<file path="config.mk">
export PLATFORM = sky130hd
export DESIGN_NAME = exe_hilo_md
export DESIGN_NICKNAME = d
export VERILOG_FILES = /design/src/rtl/cpu_defs.sv /design/src/rtl/div_iter_u.sv /design/src/rtl/exe_hilo_md.sv
export SDC_FILE = /design/constraint.sdc
export NUM_CORES = 2
export LEC_CHECK = 0
export BUFFER_PORTS_ARGS = -buffer_cell sky130_fd_sc_hd__buf_2
export CORE_AREA = 2 2 439 223
export CTS_BUF_LIST = sky130_fd_sc_hd__clkbuf_4
export DETAILED_ROUTE_END_ITERATION = 10
export DIE_AREA = 0 0 441 225
export GPL_TIMING_DRIVEN = 0
export HOLD_SLACK_MARGIN = 0.02
export PLACE_DENSITY = 0.72
export SLEW_MARGIN = 20
export SYNTH_ARGS = -nofsm -noshare
export SYNTH_HDL_FRONTEND = slang
export SYNTH_SLANG_ARGS = --single-unit
</file>
<file path="constraint.sdc">
create_clock -name clk -period 6.9 [get_ports clk]
set_input_delay 0.69 -clock clk [delete_from_list [all_inputs] [get_ports clk]]
set_output_delay 0.69 -clock clk [all_outputs]
set_load 0.01 [all_outputs]
</file>
<file path="src/rtl/cpu_defs.sv">
// Shared execute-stage definitions: ALU op codes, divider step count and
// the HI/LO divide FSM state encoding.
package cpu_defs;

    localparam logic [7:0] ALU_MFHI  = 8'h10;
    localparam logic [7:0] ALU_MTHI  = 8'h11;
    localparam logic [7:0] ALU_MFLO  = 8'h12;
    localparam logic [7:0] ALU_MTLO  = 8'h13;
    localparam logic [7:0] ALU_MULT  = 8'h18;
    localparam logic [7:0] ALU_MULTU = 8'h19;
    localparam logic [7:0] ALU_DIV   = 8'h1A;
    localparam logic [7:0] ALU_DIVU  = 8'h1B;

    localparam int unsigned DIV_STEPS = 32;
    localparam int unsigned CNT_W     = $clog2(DIV_STEPS);

    typedef enum logic [1:0] {
        IDLE = 2'd0,
        BUSY = 2'd1,
        DONE = 2'd2
    } divState_t;

    function automatic logic isDivOp(input logic [7:0] op);
        return (op == ALU_DIV) || (op == ALU_DIVU);
    endfunction

endpackage

</file>
<file path="src/rtl/div_iter_u.sv">
// Unsigned restoring divider: one quotient bit per cycle over DIV_STEPS
// cycles, with start/abort control and busy/done status.
module div_iter_u
    import cpu_defs::*;
#(
    parameter int unsigned W = 32
) (
    input  logic             clk,
    input  logic             reset,
    input  logic             start,
    input  logic             abort,
    input  logic [W-1:0]     dividend,
    input  logic [W-1:0]     divisor,
    output logic             busy,
    output logic             done,
    output logic [CNT_W-1:0] count,
    output logic [W-1:0]     quotient,
    output logic [W-1:0]     remainder
);

    localparam logic [CNT_W-1:0] LAST_STEP = CNT_W'(DIV_STEPS - 1);

    logic [W-1:0] divReg;
    logic [W:0]   trial;
    logic [W:0]   diff;
    logic         fits;
    logic [W-1:0] stepRem;
    logic [W-1:0] stepQuo;

    // Shift in the next dividend bit and subtract if the divisor fits.
    always_comb begin
        trial   = {remainder, quotient[W-1]};
        diff    = trial - {1'b0, divReg};
        fits    = ~diff[W];
        stepRem = fits ? diff[W-1:0] : trial[W-1:0];
        stepQuo = {quotient[W-2:0], fits};
    end

    always_ff @(posedge clk or posedge reset) begin
        if (reset) begin
            busy      <= 1'b0;
            done      <= 1'b0;
            count     <= '0;
            quotient  <= '0;
            remainder <= '0;
            divReg    <= '0;
        end else begin
            done <= 1'b0;
            if (abort) begin
                busy <= 1'b0;
            end else if (start) begin
                busy      <= 1'b1;
                count     <= '0;
                quotient  <= dividend;
                remainder <= '0;
                divReg    <= divisor;
            end else if (busy) begin
                quotient  <= stepQuo;
                remainder <= stepRem;
                count     <= count + CNT_W'(1);
                if (count == LAST_STEP) begin
                    busy <= 1'b0;
                    done <= 1'b1;
                end
            end
        end
    end

endmodule

</file>
<file path="src/rtl/exe_hilo_md.sv">
// Execute-stage multiply/divide unit owning the HI/LO pair; single-cycle
// multiply and moves, iterative divide with a pipeline stall.
module exe_hilo_md
    import cpu_defs::*;
#(
    parameter int unsigned W = 32
) (
    input  logic         clk,
    input  logic         reset,
    input  logic         validE,
    input  logic [7:0]   ALUControlE,
    input  logic         hilowriteE,
    input  logic [W-1:0] srcaE,
    input  logic [W-1:0] srcbE,
    input  logic         flushE,
    output logic         stallE,
    output logic [W-1:0] hiloresultE,
    output logic [W-1:0] hiE,
    output logic [W-1:0] loE
);

    localparam logic [CNT_W-1:0] LAST_STEP = CNT_W'(DIV_STEPS - 1);

    divState_t        state;
    logic             we;
    logic             signedMul;
    logic             signedDiv;
    logic [2*W-1:0]   aExt;
    logic [2*W-1:0]   bExt;
    logic [2*W-1:0]   product;
    logic             negA;
    logic             negB;
    logic [W-1:0]     magA;
    logic [W-1:0]     magB;
    logic             startDiv;
    logic             abortDiv;
    logic             negQ;
    logic             negR;
    logic             divZero;
    logic [W-1:0]     dividendRaw;
    logic [W-1:0]     fixQ;
    logic [W-1:0]     fixR;
    logic             divBusy;
    logic             divDone;
    logic [CNT_W-1:0] divCount;
    logic [W-1:0]     divQuo;
    logic [W-1:0]     divRem;

    // One multiplier serves both signednesses via sign/zero extension to 2W.
    always_comb begin
        we        = validE & hilowriteE & ~flushE;
        signedMul = (ALUControlE == ALU_MULT);
        aExt      = {{W{signedMul & srcaE[W-1]}}, srcaE};
        bExt      = {{W{signedMul & srcbE[W-1]}}, srcbE};
        product   = aExt * bExt;

        signedDiv = (ALUControlE == ALU_DIV);
        negA      = signedDiv & srcaE[W-1];
        negB      = signedDiv & srcbE[W-1];
        magA      = negA ? -srcaE : srcaE;
        magB      = negB ? -srcbE : srcbE;

        startDiv  = (state == IDLE) & we & isDivOp(ALUControlE);
        abortDiv  = (state == BUSY) & flushE;
        stallE    = startDiv | (state == BUSY);

        fixQ = divZero ? {W{1'b1}} : (negQ ? -divQuo : divQuo);
        fixR = divZero ? dividendRaw : (negR ? -divRem : divRem);

        hiloresultE = '0;
        if (ALUControlE == ALU_MFHI) begin
            hiloresultE = hiE;
        end else if (ALUControlE == ALU_MFLO) begin
            hiloresultE = loE;
        end
    end

    div_iter_u #(.W(W)) uDiv (
        .clk       (clk),
        .reset     (reset),
        .start     (startDiv),
        .abort     (abortDiv),
        .dividend  (magA),
        .divisor   (magB),
        .busy      (divBusy),
        .done      (divDone),
        .count     (divCount),
        .quotient  (divQuo),
        .remainder (divRem)
    );

    always_ff @(posedge clk or posedge reset) begin
        if (reset) begin
            state       <= IDLE;
            hiE         <= '0;
            loE         <= '0;
            negQ        <= 1'b0;
            negR        <= 1'b0;
            divZero     <= 1'b0;
            dividendRaw <= '0;
        end else begin
            case (state)
                IDLE: begin
                    if (we) begin
                        case (ALUControlE)
                            ALU_MULT, ALU_MULTU: begin
                                hiE <= product[2*W-1:W];
                                loE <= product[W-1:0];
                            end
                            ALU_MTHI: hiE <= srcaE;
                            ALU_MTLO: loE <= srcaE;
                            ALU_DIV, ALU_DIVU: begin
                                state       <= BUSY;
                                negQ        <= negA ^ negB;
                                negR        <= negA;
                                divZero     <= (srcbE == '0);
                                dividendRaw <= srcaE;
                            end
                            default: ;
                        endcase
                    end
                end
                BUSY: begin
                    if (flushE) begin
                        state <= IDLE;
                    end else if (divBusy && divCount == LAST_STEP) begin
                        state <= DONE;
                    end
                end
                DONE: begin
                    // The divide is still in E here; it leaves on this edge.
                    state <= IDLE;
                    if (!flushE && divDone) begin
                        hiE <= fixR;
                        loE <= fixQ;
                    end
                end
                default: state <= IDLE;
            endcase
        end
    end

endmodule
</file>
==> results.md <==
* Status: finished with violations
* Failing checks: negative setup slack
* Initial drt markers at 5645
* Arrival @ worst endpoint at 9.45 ns
* Final instance area at 60300 um^2
* Final Worst Setup Slack at -1.88 ns
* Warning count from the yosys run at 0
* Maxcap violations at 0
* Initial antenna violation count at 22
* Count of cell types in the netlist at 77
* Gr usage total at 45.5%
* Starting Density at a little under three fifths
* Final ANT Viol Nets at 0
* Post-synth EDFFs at 0
* Final Cycle Share at 127%
* IO Port Bufs at 147
* Drt pass-1 iters at 6
* CP max-delay cell: fa_2
* Slowest Stage Delay on Critical Path at 0.70 ns
* Vias in the first global route at 47000
* Synth top area share at 43.1%
* Hold Path Class: input pin to flip-flop
* CTS clock-pin slew for the worst setup and hold paths at roughly 0.060 ns
* Routed WL per cell at between 20 and 30 um
* Number of synthesized register bits at roughly 200
* Drt via density at 6.09
* Placed Cells at between 7000 and 8000
* Fin cells at 7765
* DIE AREA at 99200 um^2
* Final setup violation count at 39
* Final min period at 8.78 ns
* Post-Syn Area at 52300 um^2
* Post-synthesis async set-or-reset flop share at 100%
* RSZ-0062 raised after global routing: true
* Die width at 441 um
* Seq/Total Area, Yosys at 9.77%
* Final Util at 63.4%
* CP Class: input pin to flip-flop
* CTS tree: done
* Post-DP Area at 55200 um^2
* # clock sinks at 204
* Required time of the critical path at 7.57 ns
* Slew Viols, Final at 0
* Via count at 47300
* TritonCTS Buffers at 61
* Syn avg cell area at approximately 8.6 um^2
* Critical path peak fanout at 5
* I/O pin count at ~170
* Crit path launch type: input pin
* First-pass GRT wire length at 321000 um
* Area delta synth->final at 15.3%
* GRT Residual Overflow at 0
* Worst Tran Pin Value at 1.25 ns
* DP HPWL at ~180000 um
* Core area at approximately 95000 um^2
* Syn Nets at 7519
* Share of cells above drive strength 1 at 15.2%
* Fmax at 114 MHz
* RePlAce Congestion at 1.05
* Routed wire length at ~220000 um
* Cells taking the most area after synthesis: fa_1 43%, dfrtp_1 9.8%, inv_1 8.7%
* Final nets at 7871
* Hold Violations, Final at 0
* Top FF cell, synth: dfrtp_1
* Slew margin rel. at 16.9%
* Most area-hungry cell type in the Yosys netlist: fa_1
* DRC violations left at 0
* CTS H-tree lvls at 2
* # rows at 80
* Clk Latency, worst-skew pair at between 0.8 and 0.9 ns
* Pin count of the biggest net entering global routing at 101
* Chip Height at 225 um
* Clk buf depth at 3
* Mapped Cells at roughly 6100
* Clock Tree Root: clkbuf_4
* Crit. End Element: flip-flop
* Layout Skew at 0.0681 ns
## cell usage after synthesis (10+ instances only)
cell / n
nor3_1: 33
a21o_1: 48
nand2_1: 1167
a311oi_1: 25
clkbuf_1: 318
buf_1: 68
or3_1: 17
nor2b_1: 10
nor4_1: 21
o22ai_1: 31
fa_1: 1126
nand4_1: 28
a21oi_1: 146
xor2_1: 99
a221oi_1: 11
nor2_1: 206
nand3_1: 45
o211ai_1: 18
inv_1: 1207
mux2i_1: 15
and3_1: 29
a22o_1: 41
nand2b_1: 20
ha_1: 250
o31ai_1: 35
o21bai_1: 16
o21a_1: 14
a211oi_1: 11
or4_1: 18
mux2_2: 10
o41ai_1: 15
dfrtp_1: 204
a31oi_1: 52
xnor2_1: 112
and2_1: 287
or2_2: 10
o21ai_0: 201
## layout by cell type (no fill, tap or decap), drive strengths merged, types with 35 or more instances in the layout
master,instances
nand3,45
inv,1197
clkbuf,366
nand2,1167
o31ai,35
xnor2,113
and2,288
fa,1126
buf,405
a31oi,52
xor2,99
a22o,41
nor2,206
a21oi,147
dfrtp,204
a21o,48
ha,250
o21ai,204
## worst max-delay path, delay by kind of cell
kind / cells / cell delay (ns)
and+or+nand+nor: 8 / 1.18
buffers and inverters: 12 / 1.45
adders and majority gates: 9 / 4.57
AOI/OAI and AO/OA: 6 / 1.30
xor gates and xnor gates: 1 / 0.25
## registers in the layout, indices dropped and copies added (netlist names)
signal	flops
hiE	32
loE	32
uDiv.remainder	32
uDiv.busy	1
uDiv.done	1
state	2
negQ	1
negR	1
uDiv.quotient	32
dividendRaw	32
uDiv.count	5
uDiv.divReg	32
divZero	1
## per-layer routing
layer / vias up / wire (um) / track usage, %
met5: - / 14 / 0
met4: 2 / 12700 / 19.9
met3: 665 / 37800 / 19.3
met2: 3454 / 89300 / 62.5
met1: 24000 / 84100 / 62.4
li1: 19200 / - / -
## worst paths after layout
path | slack (ns) | depth (start not counted) | end | start
max in group asynchronous | 5.18 | 5 | dividendRaw[24] | reset
min reg2reg | 0.48 | 2 | dividendRaw[10] | dividendRaw[10]
min | 0.17 | 2 | state[1] | flushE
max | -1.88 | 36 | hiE[13] | ALUControlE[6]
min in group asynchronous | 0.45 | 3 | uDiv.quotient[22] | reset
max reg2reg | 1.65 | 16 | uDiv.remainder[20] | uDiv.quotient[31]
## logic make-up (layout without fill, tap and decap cells)
group | count (synthesis) | count (layout) | share of synthesized area, %
AND/OR/NAND/NOR | 1922 | 1922 | 16.5
flip-flops | 204 | 204 | 9.77
other | 0 | 31 | 0
XOR/XNOR | 212 | 212 | 3.57
adder cells (fa/ha/maj) | 1376 | 1376 | 49.1
multiplexers | 25 | 25 | 0.503
AO/OA/AOI/OAI | 726 | 726 | 8.96
buffers and inverters | 1601 | 1998 | 11.5
## layout make-up
type	instances	area, um^2
multi-input combinational	4261	42900
fill	8187	34700
antenna	31	77.6
tap	1271	1590
clock buffer	90	676
clock inverter	18	103
inverter	1207	4600
buffer	363	2740
timing repair buffer	320	2460
sequential	204	5100
## metrics by stage
step / TNS, ns / hold WS, ns / setup WS (ns)
2_1_floorplan: -39.10 / 0.441 / -1.85
3_3_place_gp: -550.01 / 0.463 / -3.68
3_5_place_dp: -136.47 / 0.462 / -3.72
4_1_cts: -40.64 / 0.121 / -1.76
5_1_grt: -52.26 / 0.167 / -2.04
6_report: -46.65 / 0.169 / -1.88
## timing repair
action,in CTS,in global routing
pin swaps,125,188
buffers inserted,97,73
resized for setup,550,321
setup endpoints to repair,51,45
hold endpoints to repair,50,0
hold buffers,1,0
cloned,0,1
Power is not shown: default switching activity piles up to over one toggle a cycle in this logic, so the estimate is an artifact.
